--- src/rtl/rom_fetch_unit_pkg.sv ---
// Shared widths, reset defaults and the prefetch entry type for the ROM fetch unit.
package rom_fetch_unit_pkg;

  localparam int unsigned ADDR_WIDTH         = 8;
  localparam int unsigned DATA_WIDTH         = 8;
  localparam int unsigned DEFAULT_FIFO_DEPTH = 4;
  localparam logic [ADDR_WIDTH-1:0] DEFAULT_RESET_ADDR = 8'h00;

  typedef struct packed {
    logic [ADDR_WIDTH-1:0] addr;
    logic [DATA_WIDTH-1:0] data;
  } fetch_entry_t;

  // Sequential fetch address; wraps modulo 2**ADDR_WIDTH.
  function automatic logic [ADDR_WIDTH-1:0] addr_inc(input logic [ADDR_WIDTH-1:0] a);
    return a + ADDR_WIDTH'(1);
  endfunction

endpackage

--- src/rtl/rom_fetch_unit_if.sv ---
// ROM read port, jump request and output byte stream of the fetch unit.
interface rom_fetch_unit_if;
  import rom_fetch_unit_pkg::*;

  logic [ADDR_WIDTH-1:0] rom_addr;
  logic [DATA_WIDTH-1:0] rom_data;
  logic                  jump_en;
  logic [ADDR_WIDTH-1:0] jump_addr;
  logic                  out_valid;
  logic                  out_ready;
  logic [DATA_WIDTH-1:0] out_data;
  logic [ADDR_WIDTH-1:0] out_addr;

  modport master (
    output rom_addr,
    input  rom_data,
    input  jump_en,
    input  jump_addr,
    output out_valid,
    input  out_ready,
    output out_data,
    output out_addr
  );

  modport slave (
    input  rom_addr,
    output rom_data,
    output jump_en,
    output jump_addr,
    input  out_valid,
    output out_ready,
    input  out_data,
    input  out_addr
  );

endinterface

--- src/rtl/rom_fetch_unit_chk.sv ---
// Structural invariants of the prefetch FIFO: no overflow and head flag consistent with occupancy.
module rom_fetch_unit_chk #(
  parameter int unsigned DEPTH = 4,
  parameter int unsigned CNT_W = 3
) (
  input logic             clk,
  input logic             rst_n,
  input logic             push_i,
  input logic             flush_i,
  input logic             head_valid_i,
  input logic [CNT_W-1:0] count_i
);

  localparam logic [CNT_W-1:0] DEPTH_C = CNT_W'(DEPTH);

  a_no_push_when_full: assert property (@(posedge clk) disable iff (!rst_n)
    !(push_i && !flush_i && (count_i == DEPTH_C)));

  a_count_bounded: assert property (@(posedge clk) disable iff (!rst_n)
    count_i <= DEPTH_C);

  a_head_matches_count: assert property (@(posedge clk) disable iff (!rst_n)
    head_valid_i == (count_i != '0));

endmodule

--- src/rtl/rom_fetch_unit_fifo.sv ---
// Prefetch FIFO of fetch entries with a registered head, so a push into an empty
// FIFO is visible at the head in the very next cycle.
module rom_fetch_unit_fifo
  import rom_fetch_unit_pkg::*;
#(
  parameter int unsigned DEPTH = DEFAULT_FIFO_DEPTH,
  localparam int unsigned PTR_W = $clog2(DEPTH),
  localparam int unsigned CNT_W = PTR_W + 1
) (
  input  logic             clk,
  input  logic             rst_n,
  input  logic             push_i,
  input  fetch_entry_t     wdata_i,
  input  logic             pop_i,
  input  logic             flush_i,
  output logic             head_valid_o,
  output fetch_entry_t     head_o,
  output logic [CNT_W-1:0] count_o
);

  fetch_entry_t     mem_q [DEPTH];
  logic [PTR_W-1:0] wr_ptr_q, wr_ptr_d;
  logic [PTR_W-1:0] rd_ptr_q, rd_ptr_d;
  logic [PTR_W-1:0] rd_next_s;
  logic [CNT_W-1:0] count_q, count_d;
  logic             head_valid_q, head_valid_d;
  fetch_entry_t     head_q, head_d;
  logic             push_s, pop_s;

  assign push_s    = push_i && !flush_i;
  assign pop_s     = pop_i && head_valid_q && !flush_i;
  assign rd_next_s = rd_ptr_q + PTR_W'(1);

  // Next pointers, occupancy and head; the head is the entry that will be oldest after this edge.
  always_comb begin
    wr_ptr_d     = wr_ptr_q;
    rd_ptr_d     = rd_ptr_q;
    count_d      = count_q;
    head_valid_d = head_valid_q;
    head_d       = head_q;
    if (flush_i) begin
      wr_ptr_d     = '0;
      rd_ptr_d     = '0;
      count_d      = '0;
      head_valid_d = 1'b0;
    end else begin
      if (push_s) begin
        wr_ptr_d = wr_ptr_q + PTR_W'(1);
      end else begin
        wr_ptr_d = wr_ptr_q;
      end
      if (pop_s) begin
        rd_ptr_d = rd_next_s;
      end else begin
        rd_ptr_d = rd_ptr_q;
      end
      case ({push_s, pop_s})
        2'b10:   count_d = count_q + CNT_W'(1);
        2'b01:   count_d = count_q - CNT_W'(1);
        default: count_d = count_q;
      endcase
      if (pop_s) begin
        if (count_q > CNT_W'(1)) begin
          head_d       = mem_q[rd_next_s];
          head_valid_d = 1'b1;
        end else if (push_s) begin
          head_d       = wdata_i;
          head_valid_d = 1'b1;
        end else begin
          head_valid_d = 1'b0;
        end
      end else if (!head_valid_q && push_s) begin
        head_d       = wdata_i;
        head_valid_d = 1'b1;
      end else begin
        head_d       = head_q;
        head_valid_d = head_valid_q;
      end
    end
  end

  // Control and head registers.
  always_ff @(posedge clk or negedge rst_n) begin
    if (!rst_n) begin
      wr_ptr_q     <= '0;
      rd_ptr_q     <= '0;
      count_q      <= '0;
      head_valid_q <= 1'b0;
      head_q       <= '0;
    end else begin
      wr_ptr_q     <= wr_ptr_d;
      rd_ptr_q     <= rd_ptr_d;
      count_q      <= count_d;
      head_valid_q <= head_valid_d;
      head_q       <= head_d;
    end
  end

  // Entry storage; a flushed FIFO simply rewinds its pointers.
  always_ff @(posedge clk or negedge rst_n) begin
    if (!rst_n) begin
      for (int i = 0; i < DEPTH; i++) begin
        mem_q[i] <= '0;
      end
    end else if (push_s) begin
      mem_q[wr_ptr_q] <= wdata_i;
    end
  end

  assign head_valid_o = head_valid_q;
  assign head_o       = head_q;
  assign count_o      = count_q;

  rom_fetch_unit_chk #(
    .DEPTH (DEPTH),
    .CNT_W (CNT_W)
  ) u_chk (
    .clk          (clk),
    .rst_n        (rst_n),
    .push_i       (push_i),
    .flush_i      (flush_i),
    .head_valid_i (head_valid_q),
    .count_i      (count_q)
  );

endmodule

--- src/rtl/rom_fetch_unit.sv ---
// Program-ROM read initiator: sequential PC, one-deep read-latency tracker, prefetch FIFO
// and jump redirection with flush of all stale bytes.
module rom_fetch_unit
  import rom_fetch_unit_pkg::*;
#(
  parameter int unsigned           FIFO_DEPTH = DEFAULT_FIFO_DEPTH,
  parameter logic [ADDR_WIDTH-1:0] RESET_ADDR = DEFAULT_RESET_ADDR
) (
  input logic              clk,
  input logic              rst_n,
  rom_fetch_unit_if.master bus
);

  localparam int unsigned      CNT_W   = $clog2(FIFO_DEPTH) + 1;
  localparam logic [CNT_W-1:0] DEPTH_C = CNT_W'(FIFO_DEPTH);

  logic [ADDR_WIDTH-1:0] pc_q, pc_d;
  logic [ADDR_WIDTH-1:0] tag_q, tag_d;
  logic                  req_q, req_d;
  logic [CNT_W-1:0]      count_s;
  logic [CNT_W-1:0]      committed_s;
  logic                  issue_s;
  logic                  push_s;
  logic                  pop_s;
  logic                  head_valid_s;
  fetch_entry_t          head_s;
  fetch_entry_t          wr_entry_s;

  // Slots already spoken for: stored bytes plus the one still in the ROM; a same-cycle pop earns no credit.
  assign committed_s = count_s + {{(CNT_W-1){1'b0}}, req_q};
  assign issue_s     = committed_s < DEPTH_C;

  assign push_s     = req_q && !bus.jump_en;
  assign pop_s      = head_valid_s && bus.out_ready;
  assign wr_entry_s = '{addr: tag_q, data: bus.rom_data};

  // Fetch pointer and latency tracker; a jump discards the in-flight read and suppresses issue.
  always_comb begin
    pc_d  = pc_q;
    tag_d = tag_q;
    req_d = 1'b0;
    if (bus.jump_en) begin
      pc_d  = bus.jump_addr;
      req_d = 1'b0;
    end else if (issue_s) begin
      pc_d  = addr_inc(pc_q);
      tag_d = pc_q;
      req_d = 1'b1;
    end else begin
      pc_d  = pc_q;
      req_d = 1'b0;
    end
  end

  // PC / tag / request registers.
  always_ff @(posedge clk or negedge rst_n) begin
    if (!rst_n) begin
      pc_q  <= RESET_ADDR;
      tag_q <= '0;
      req_q <= 1'b0;
    end else begin
      pc_q  <= pc_d;
      tag_q <= tag_d;
      req_q <= req_d;
    end
  end

  rom_fetch_unit_fifo #(
    .DEPTH (FIFO_DEPTH)
  ) u_fifo (
    .clk          (clk),
    .rst_n        (rst_n),
    .push_i       (push_s),
    .wdata_i      (wr_entry_s),
    .pop_i        (pop_s),
    .flush_i      (bus.jump_en),
    .head_valid_o (head_valid_s),
    .head_o       (head_s),
    .count_o      (count_s)
  );

  assign bus.rom_addr  = pc_q;
  assign bus.out_valid = head_valid_s;
  assign bus.out_data  = head_s.data;
  assign bus.out_addr  = head_s.addr;

endmodule

--- src/flat_wrapper.sv ---
// flat-port wrapper written by rule: the top's interface ports become plain ports
module rom_fetch_unit_flat import rom_fetch_unit_pkg::*;
#(
  parameter int unsigned           FIFO_DEPTH = DEFAULT_FIFO_DEPTH,
  parameter logic [ADDR_WIDTH-1:0] RESET_ADDR = DEFAULT_RESET_ADDR
)
  (clk, rst_n, bus_rom_addr, bus_rom_data, bus_jump_en, bus_jump_addr, bus_out_valid, bus_out_ready, bus_out_data, bus_out_addr);
  rom_fetch_unit_if bus_i ();
  input logic clk;
  input logic rst_n;
  output wire logic [$bits(bus_i.rom_addr)-1:0] bus_rom_addr;
  input wire logic [$bits(bus_i.rom_data)-1:0] bus_rom_data;
  input wire logic [$bits(bus_i.jump_en)-1:0] bus_jump_en;
  input wire logic [$bits(bus_i.jump_addr)-1:0] bus_jump_addr;
  output wire logic [$bits(bus_i.out_valid)-1:0] bus_out_valid;
  input wire logic [$bits(bus_i.out_ready)-1:0] bus_out_ready;
  output wire logic [$bits(bus_i.out_data)-1:0] bus_out_data;
  output wire logic [$bits(bus_i.out_addr)-1:0] bus_out_addr;
  assign bus_rom_addr = bus_i.rom_addr;
  assign bus_i.rom_data = bus_rom_data;
  assign bus_i.jump_en = bus_jump_en;
  assign bus_i.jump_addr = bus_jump_addr;
  assign bus_out_valid = bus_i.out_valid;
  assign bus_i.out_ready = bus_out_ready;
  assign bus_out_data = bus_i.out_data;
  assign bus_out_addr = bus_i.out_addr;
  rom_fetch_unit #(.FIFO_DEPTH(FIFO_DEPTH), .RESET_ADDR(RESET_ADDR)) u_core (.clk(clk), .rst_n(rst_n), .bus(bus_i));
endmodule
--- config.mk ---
export PLATFORM = sky130hd
export DESIGN_NAME = rom_fetch_unit_flat
export DESIGN_NICKNAME = d
export VERILOG_FILES = /design/src/rtl/rom_fetch_unit_pkg.sv /design/src/rtl/rom_fetch_unit_if.sv /design/src/rtl/rom_fetch_unit_chk.sv /design/src/rtl/rom_fetch_unit_fifo.sv /design/src/rtl/rom_fetch_unit.sv /design/src/flat_wrapper.sv
export SDC_FILE = /design/constraint.sdc
export NUM_CORES = 1
export LEC_CHECK = 0
export BUFFER_PORTS_ARGS = -buffer_cell sky130_fd_sc_hd__clkbuf_2
export CAP_MARGIN = 40
export CORE_AREA = 2 2 99 101
export CTS_CLUSTER_DIAMETER = 40
export DETAILED_ROUTE_END_ITERATION = 10
export DIE_AREA = 0 0 101 103
export PLACE_DENSITY = 0.7
export SYNTH_ARGS = -nofsm -noshare
export SYNTH_HDL_FRONTEND = slang
export SYNTH_SLANG_ARGS = --single-unit
--- constraint.sdc ---
create_clock -name clk -period 2.2 [get_ports clk]
set_input_delay 0.22 -clock clk [delete_from_list [all_inputs] [get_ports clk]]
set_output_delay 0.22 -clock clk [all_outputs]
set_load 0.01 [all_outputs]
======== Word level (Yosys, flattened, before mapping) ========
Index checks and enable logic that the tools add are counted.
cells by class
  add/subtract/negate cells ............... 6
  multipliers ............................. 0
  divide/modulo/power cells ............... 0
  $lt $le $gt $ge ......................... 5
  eq/ne operators ......................... 3
  shift operators ......................... 0
  multiplexer cells ....................... 25
  bitwise operators ....................... 3
  reductions and logical operators ........ 17
operators by type and width
  operator                                                     number
  two-way mux 16 bit                                           7
  bitwise mux 64 bit                                           1
  binary-select mux 16 bit (select 2 bit)                      1
  demux 16 bit (select 2 bit)                                  1
  two-way mux 8 bit                                            2
  adder 8 x 1 -> 8 bit (second input constant)                 1
  two-way mux 2 bit                                            4
  nonzero test 2 bit                                           4
  logical AND 1 bit                                            7
  two-way mux 1 bit                                            7
  greater-or-equal comparator 3 bit (second input constant)    2
  NOT 2 -> 3 bit                                               2
  one-hot mux 3 bit (2 select lines)                           1
  nonzero test 3 bit                                           2
  adder 2 x 1 -> 2 bit (second input constant)                 2
  adder 3 x 1 -> 3 bit                                         1
  adder 3 x 1 -> 3 bit (second input constant)                 1
  > comparator 3 x 1 -> 1 bit (second input constant)          1
  less-than comparator 3 x 1 -> 1 bit (second input constant)  1
  less-than comparator 3 bit (second input constant)           1
  two-way mux 3 bit                                            1
  inequality test 3 x 2 -> 1 bit (second input constant)       1
  AND reduction 3 bit                                          1
  subtractor 3 x 1 -> 3 bit (second input constant)            1
  5 further kinds                                              6
word-level totals
  register bits after elaboration ......... 105
  bits in latches ......................... 0
  memory bits (writable) .................. 0
  bits in read-only memories .............. 0
  bits of input ports ..................... 20
  output and inout bits ................... 25
  logic and storage cells ................. 76
  memories ................................ 0

======== Longest topological paths before layout ========
  word-level depth ........................ 7
  gate-level depth with buffers ........... 6
  gate-level depth less buffers ........... 6

======== Hierarchy ========
A second synthesis with hierarchy kept.
unflattened totals
  cells, all modules ...................... 372
  area, all modules ....................... 4973.5 um^2
modules (own cells, without submodules)
  module               instances  cells each  area an instance (um^2)  sequential area each (um^2)
  rom_fetch_unit_fifo  1          294         4088.9                   2202.1
  rom_fetch_unit       1          78          884.6                    425.4

======== Worst setup path before layout ========
Ideal clock, no wire load.
  kind .................................... register -> register
  from .................................... register u_core.req_q
  to ...................................... register u_core.tag_q[0]
  setup time .............................. 0.125 ns
  arrival ................................. 1.375 ns
  required time ........................... 2.075 ns
  path slack .............................. 0.700 ns
  cell stages (with the launch flop) ...... 6
  path buffers ............................ 1
  clock period less this slack ............ 1.500 ns
  cells stage by stage .................... dfrtp_1 > buf_4 > nand3_2 > xnor2_1 > nor2_2 > mux2_2
between the ends
  cells in the longest elaborated chain, start to end .. 3
ends and longest elaborated chain
  element                               RTL line              source
  start: declaration                    rom_fetch_unit.sv:19  logic req_q, req_d;
  start signal: assignment              rom_fetch_unit.sv:64  req_q <= req_d;
  adder 3 x 1 -> 3 bit                  rom_fetch_unit.sv:30  assign committed_s = count_s + {{(CNT_W-1){1'b0}}, req_q};
  less-than comparator 3 bit            rom_fetch_unit.sv:31  assign issue_s = committed_s < DEPTH_C;
  AND reduction 2 bit (no source line)  n/a
  end signal: assignment                rom_fetch_unit.sv:63  tag_q <= tag_d;
  end: declaration                      rom_fetch_unit.sv:18  logic [ADDR_WIDTH-1:0] tag_q, tag_d;
Every way passes these cells.
A chain may end at the register's enable or synchronous reset.

======== Worst setup path after layout ========
  from .................................... register u_core.req_q
  to ...................................... register u_core.pc_q[5] (netlist: u_core.bus.rom_addr[5])
between the ends
  cells in the longest elaborated chain, start to end .. 3
ends and longest elaborated chain
  element                              RTL line              source
  adder 3 x 1 -> 3 bit                 rom_fetch_unit.sv:30
  less-than comparator 3 bit           rom_fetch_unit.sv:31
  nonzero test 2 bit (no source line)  n/a
  end signal: assignment               rom_fetch_unit.sv:62  pc_q <= pc_d;
  end: declaration                     rom_fetch_unit.sv:17  logic [ADDR_WIDTH-1:0] pc_q, pc_d;
Every way passes these cells.

==> flow_summary_export.csv <==
group,metric,value,unit
critical_path,path_max_fanout,14,
critical_path,rr_startpoint,"u_core.req_q",
sta,setup_viol,0,
critical_path,crit_chain,"nand3_2 -> xnor2_1 -> buf_4 -> or4_1 -> a31oi_1",
sta,setup_tns,0,ps
detailed_routing,routed_via_density,5.680,
sta,slew_headroom,62.77,%
power,seqPwrFrac,52.0,%
critical_path,crit_slowest_cell,"dfrtp_1",
global_routing,grt_pass1_vias,3005,
floorplanning,die_w,101,um
floorplanning,fp.dieH,103,um
critical_path,crit_start,"u_core.req_q",
critical_path,critical_path_arrival,2060,ps
power,power.density,1178,nW/um^2
critical_path,critical-path-max-stage-delay,560,ps
sta,fmaxAchievable,562.6,MHz
placed_design,dp_cells,517,
sta,drv_slew,0,
layout,fin_cells,534,
placed_design,gp_congestion,0.7175,
global_routing,track_usage,19.27,%
cts,clock_sinks,105,
yosys,yosys_warnings,0,
power,ir_drop,414.7,uV
layout,synthToLayoutAreaGrowth,12.37,%
layout,multi_input_area,2028,sq um
detailed_routing,dr.first_iter.drc_count,82,
yosys,synth_common_cells,"dfrtp_1, mux2_2, nand2_1",
detailed_routing,drt-pass1-iter-count,4,
run_status,status,"finished clean",
global_routing,antenna_found_initial,0,
yosys,ys.flop_type,"dfrtp_1",
critical_path,crit_buf_inv,1,
placed_design,dp_hpwl,5.968,mm
detailed_routing,routedWlPerCell,16.88,um
layout,regArea,2628,sq um
layout,nNetsFinal,442,
yosys,avgSynthCellArea,13.13,sq um
cts,cts_buffer_depth,2,
detailed_routing,remaining_drc_errors,0,
detailed_routing,vias,3033,
critical_path,end_kind,"register",
global_routing,grt_remaining_overflow,0,
cts,cts_max_level,3,
cts,root_buffer,"clkbuf_8",
global_routing,grt_max_degree,46,
worst_hold_path,hp-class,"in -> reg",
detailed_routing,ant_nets,0,
power,power.static_leakage,2.405,nW
floorplanning,dieArea,10400,sq um
cts,insertion_delay,360,ps
sta,fin_crit,1777,ps
layout,drive_gt1_share,40.24,%
power,combPwrFrac,29.3,%
sta,rsz0062_at_grt,"false",
power,p_int,4.344,mW
layout,nFillCells,803,
yosys,ys_ff_latch,105,
placed_design,placed_area,5149,sq um
cts,cts_made_buffers,9,
cts,cts_tree,"done",
worst_hold_path,holdCritStartpoint,"bus_jump_addr[0]",
global_routing,grt_pass1_wl,15.28,mm
critical_path,cp-start-kind,"register",
sta,post-route-period-util,80.79,%
sta,setup_ws,422.6,ps
layout,antenna_cells,0,
critical_path,critPathKind,"reg -> reg",
layout,stdcell_area,5355,sq um
yosys,synth_edf_count,0,
power,clock_power_share,18.7,%
yosys,synth_top_area_share,55.13,%
yosys,syn_inst,363,
placed_design,dpl_worst_slack,429.3,ps
yosys,syn_nets,390,
yosys,async_reset_ff_share,100.0,%
yosys,synth.distinct_cells,38,
floorplanning,io_pins,45,
yosys,ys_seq_area_share,55.13,%
layout,fin_util,56.61,%
placed_design,io_buffers,44,
sta,finalClockSkew,8.712,ps
power,swShare,31.14,%
yosys,synth_top_area_cell,"dfrtp_1",
cts,path_clk_slew,100,ps
cts,cts_resized,0,
yosys,yosysMostFrequentCell,"dfrtp_1",
floorplanning,core,9459,sq um
power,p_switching,1.964,mW
critical_path,cp.required,2490,ps
critical_path,cp_top_family,"simple AND/OR/NAND/NOR gates",
yosys,synthTopCellsByArea,"dfrtp_1, mux2_2, mux4_2",
sta,tightest_slew,558.4,ps
floorplanning,rows,36,
detailed_routing,finalWirelength,9.012,mm
flow_run,maxCapViolations,0,
sta,timing_hold_violations_final,0,
yosys,syn_area,4766,sq um
floorplanning,start_util,50.38,%
[stage by stage]
stage | power, mW | hold slack (ps)
after floorplan | 4.571 | -75.59
after global placement | 5.071 | 247.8
after detailed placement | 5.189 | 255.6
after CTS | 6.373 | 44.33
after global routing | 6.742 | 55.84
final | 6.308 | 61.35
[worst paths after layout]
path | cells past startpoint | slack, ps | endpoint
min reg2reg | 1 | 510 | u_core.u_fifo.mem_q[21]
min in group asynchronous | 2 | 390 | u_core.u_fifo.head_o[0]
max reg2reg | 5 | 420 | u_core.bus.rom_addr[5]
max in group asynchronous | 3 | 1170 | u_core.u_fifo.mem_q[63]
min | 3 | 60 | u_core.bus.rom_addr[0]
max | 5 | 420 | u_core.bus.rom_addr[5]
[routing by layer]
layer	track usage, %	part of all wire [%]	up-vias
met5	0	0	-
met4	6.237	1.2	0
met3	3.797	3.1	10
met2	30.00	47	62
met1	27.57	49	1542
li1	-	-	1419
[cells by family after synthesis]
| family | synth area share (%) |
|---|---|
| AOI/OAI and AO/OA | 5.329 |
| muxes | 24.99 |
| adders and majority gates | 1.838 |
| DFF | 55.13 |
| buffers and inverters | 2.547 |
| and+or+nand+nor | 8.690 |
| xor gates and xnor gates | 1.470 |
[cells in the final DEF (no fill, tap or decap), types with 2 or more instances in the layout]
| cell | n |
|---|---|
| clkbuf_2 | 43 |
| nand2_2 | 4 |
| xor2_1 | 4 |
| ha_1 | 7 |
| xnor2_1 | 4 |
| a31oi_1 | 20 |
| mux4_2 | 16 |
| inv_1 | 8 |
| nand3_1 | 6 |
| buf_4 | 14 |
| clkbuf_8 | 9 |
| mux2i_1 | 2 |
| nor2b_1 | 2 |
| clkinvlp_4 | 4 |
| o211ai_1 | 2 |
| dfrtp_1 | 105 |
| or3_1 | 2 |
| or4_1 | 4 |
| nand2_1 | 40 |
| mux2_2 | 72 |
| nor2_1 | 26 |
| o21ai_0 | 5 |
| o31ai_1 | 2 |
[final cells by class]
cell class,instances,share of cell area [%]
Clock buffer,10,2.383
Clock inverter,6,1.285
Inverter,8,0.5607
Multi-Input combinational cell,233,37.87
Sequential cell,105,49.07
Tap cell,114,2.664
Timing Repair Buffer,58,6.168
[worst reg2reg max path, cell delays in order, from the launching register on]
cell and delay, ps:
dfrtp_1 560, nand3_2 120, xnor2_1 160, buf_4 200, or4_1 510, a31oi_1 170
[registers in the layout, indices dropped and copies added, names as in the netlist]
name and count:
u_core.u_fifo.head_valid_o 1, u_core.u_fifo.mem_q 64, u_core.bus.rom_addr 8, u_core.u_fifo.wr_ptr_q 2, u_core.u_fifo.head_o 16, u_core.req_q 1, u_core.u_fifo.rd_ptr_q 2, u_core.u_fifo.count_o 3
u_core.tag_q 8
[power groups by stage]
stage / combinational (mW) / sequential (mW) / clock (mW)
final: 1.85 / 3.28 / 1.18
after global routing: 2.05 / 3.39 / 1.30
after CTS: 1.88 / 3.28 / 1.22
after detailed placement: 1.87 / 3.32 / 0
after global placement: 1.80 / 3.27 / 0
after floorplan: 1.36 / 3.21 / 0
[what timing repair did]
action | 4_1_cts | 5_1_grt
hold endpoints to repair | 41 | 0
buffers inserted | 0 | 0
hold buffers | 1 | 0
Note: power is estimated with default switching activity, not from simulation.
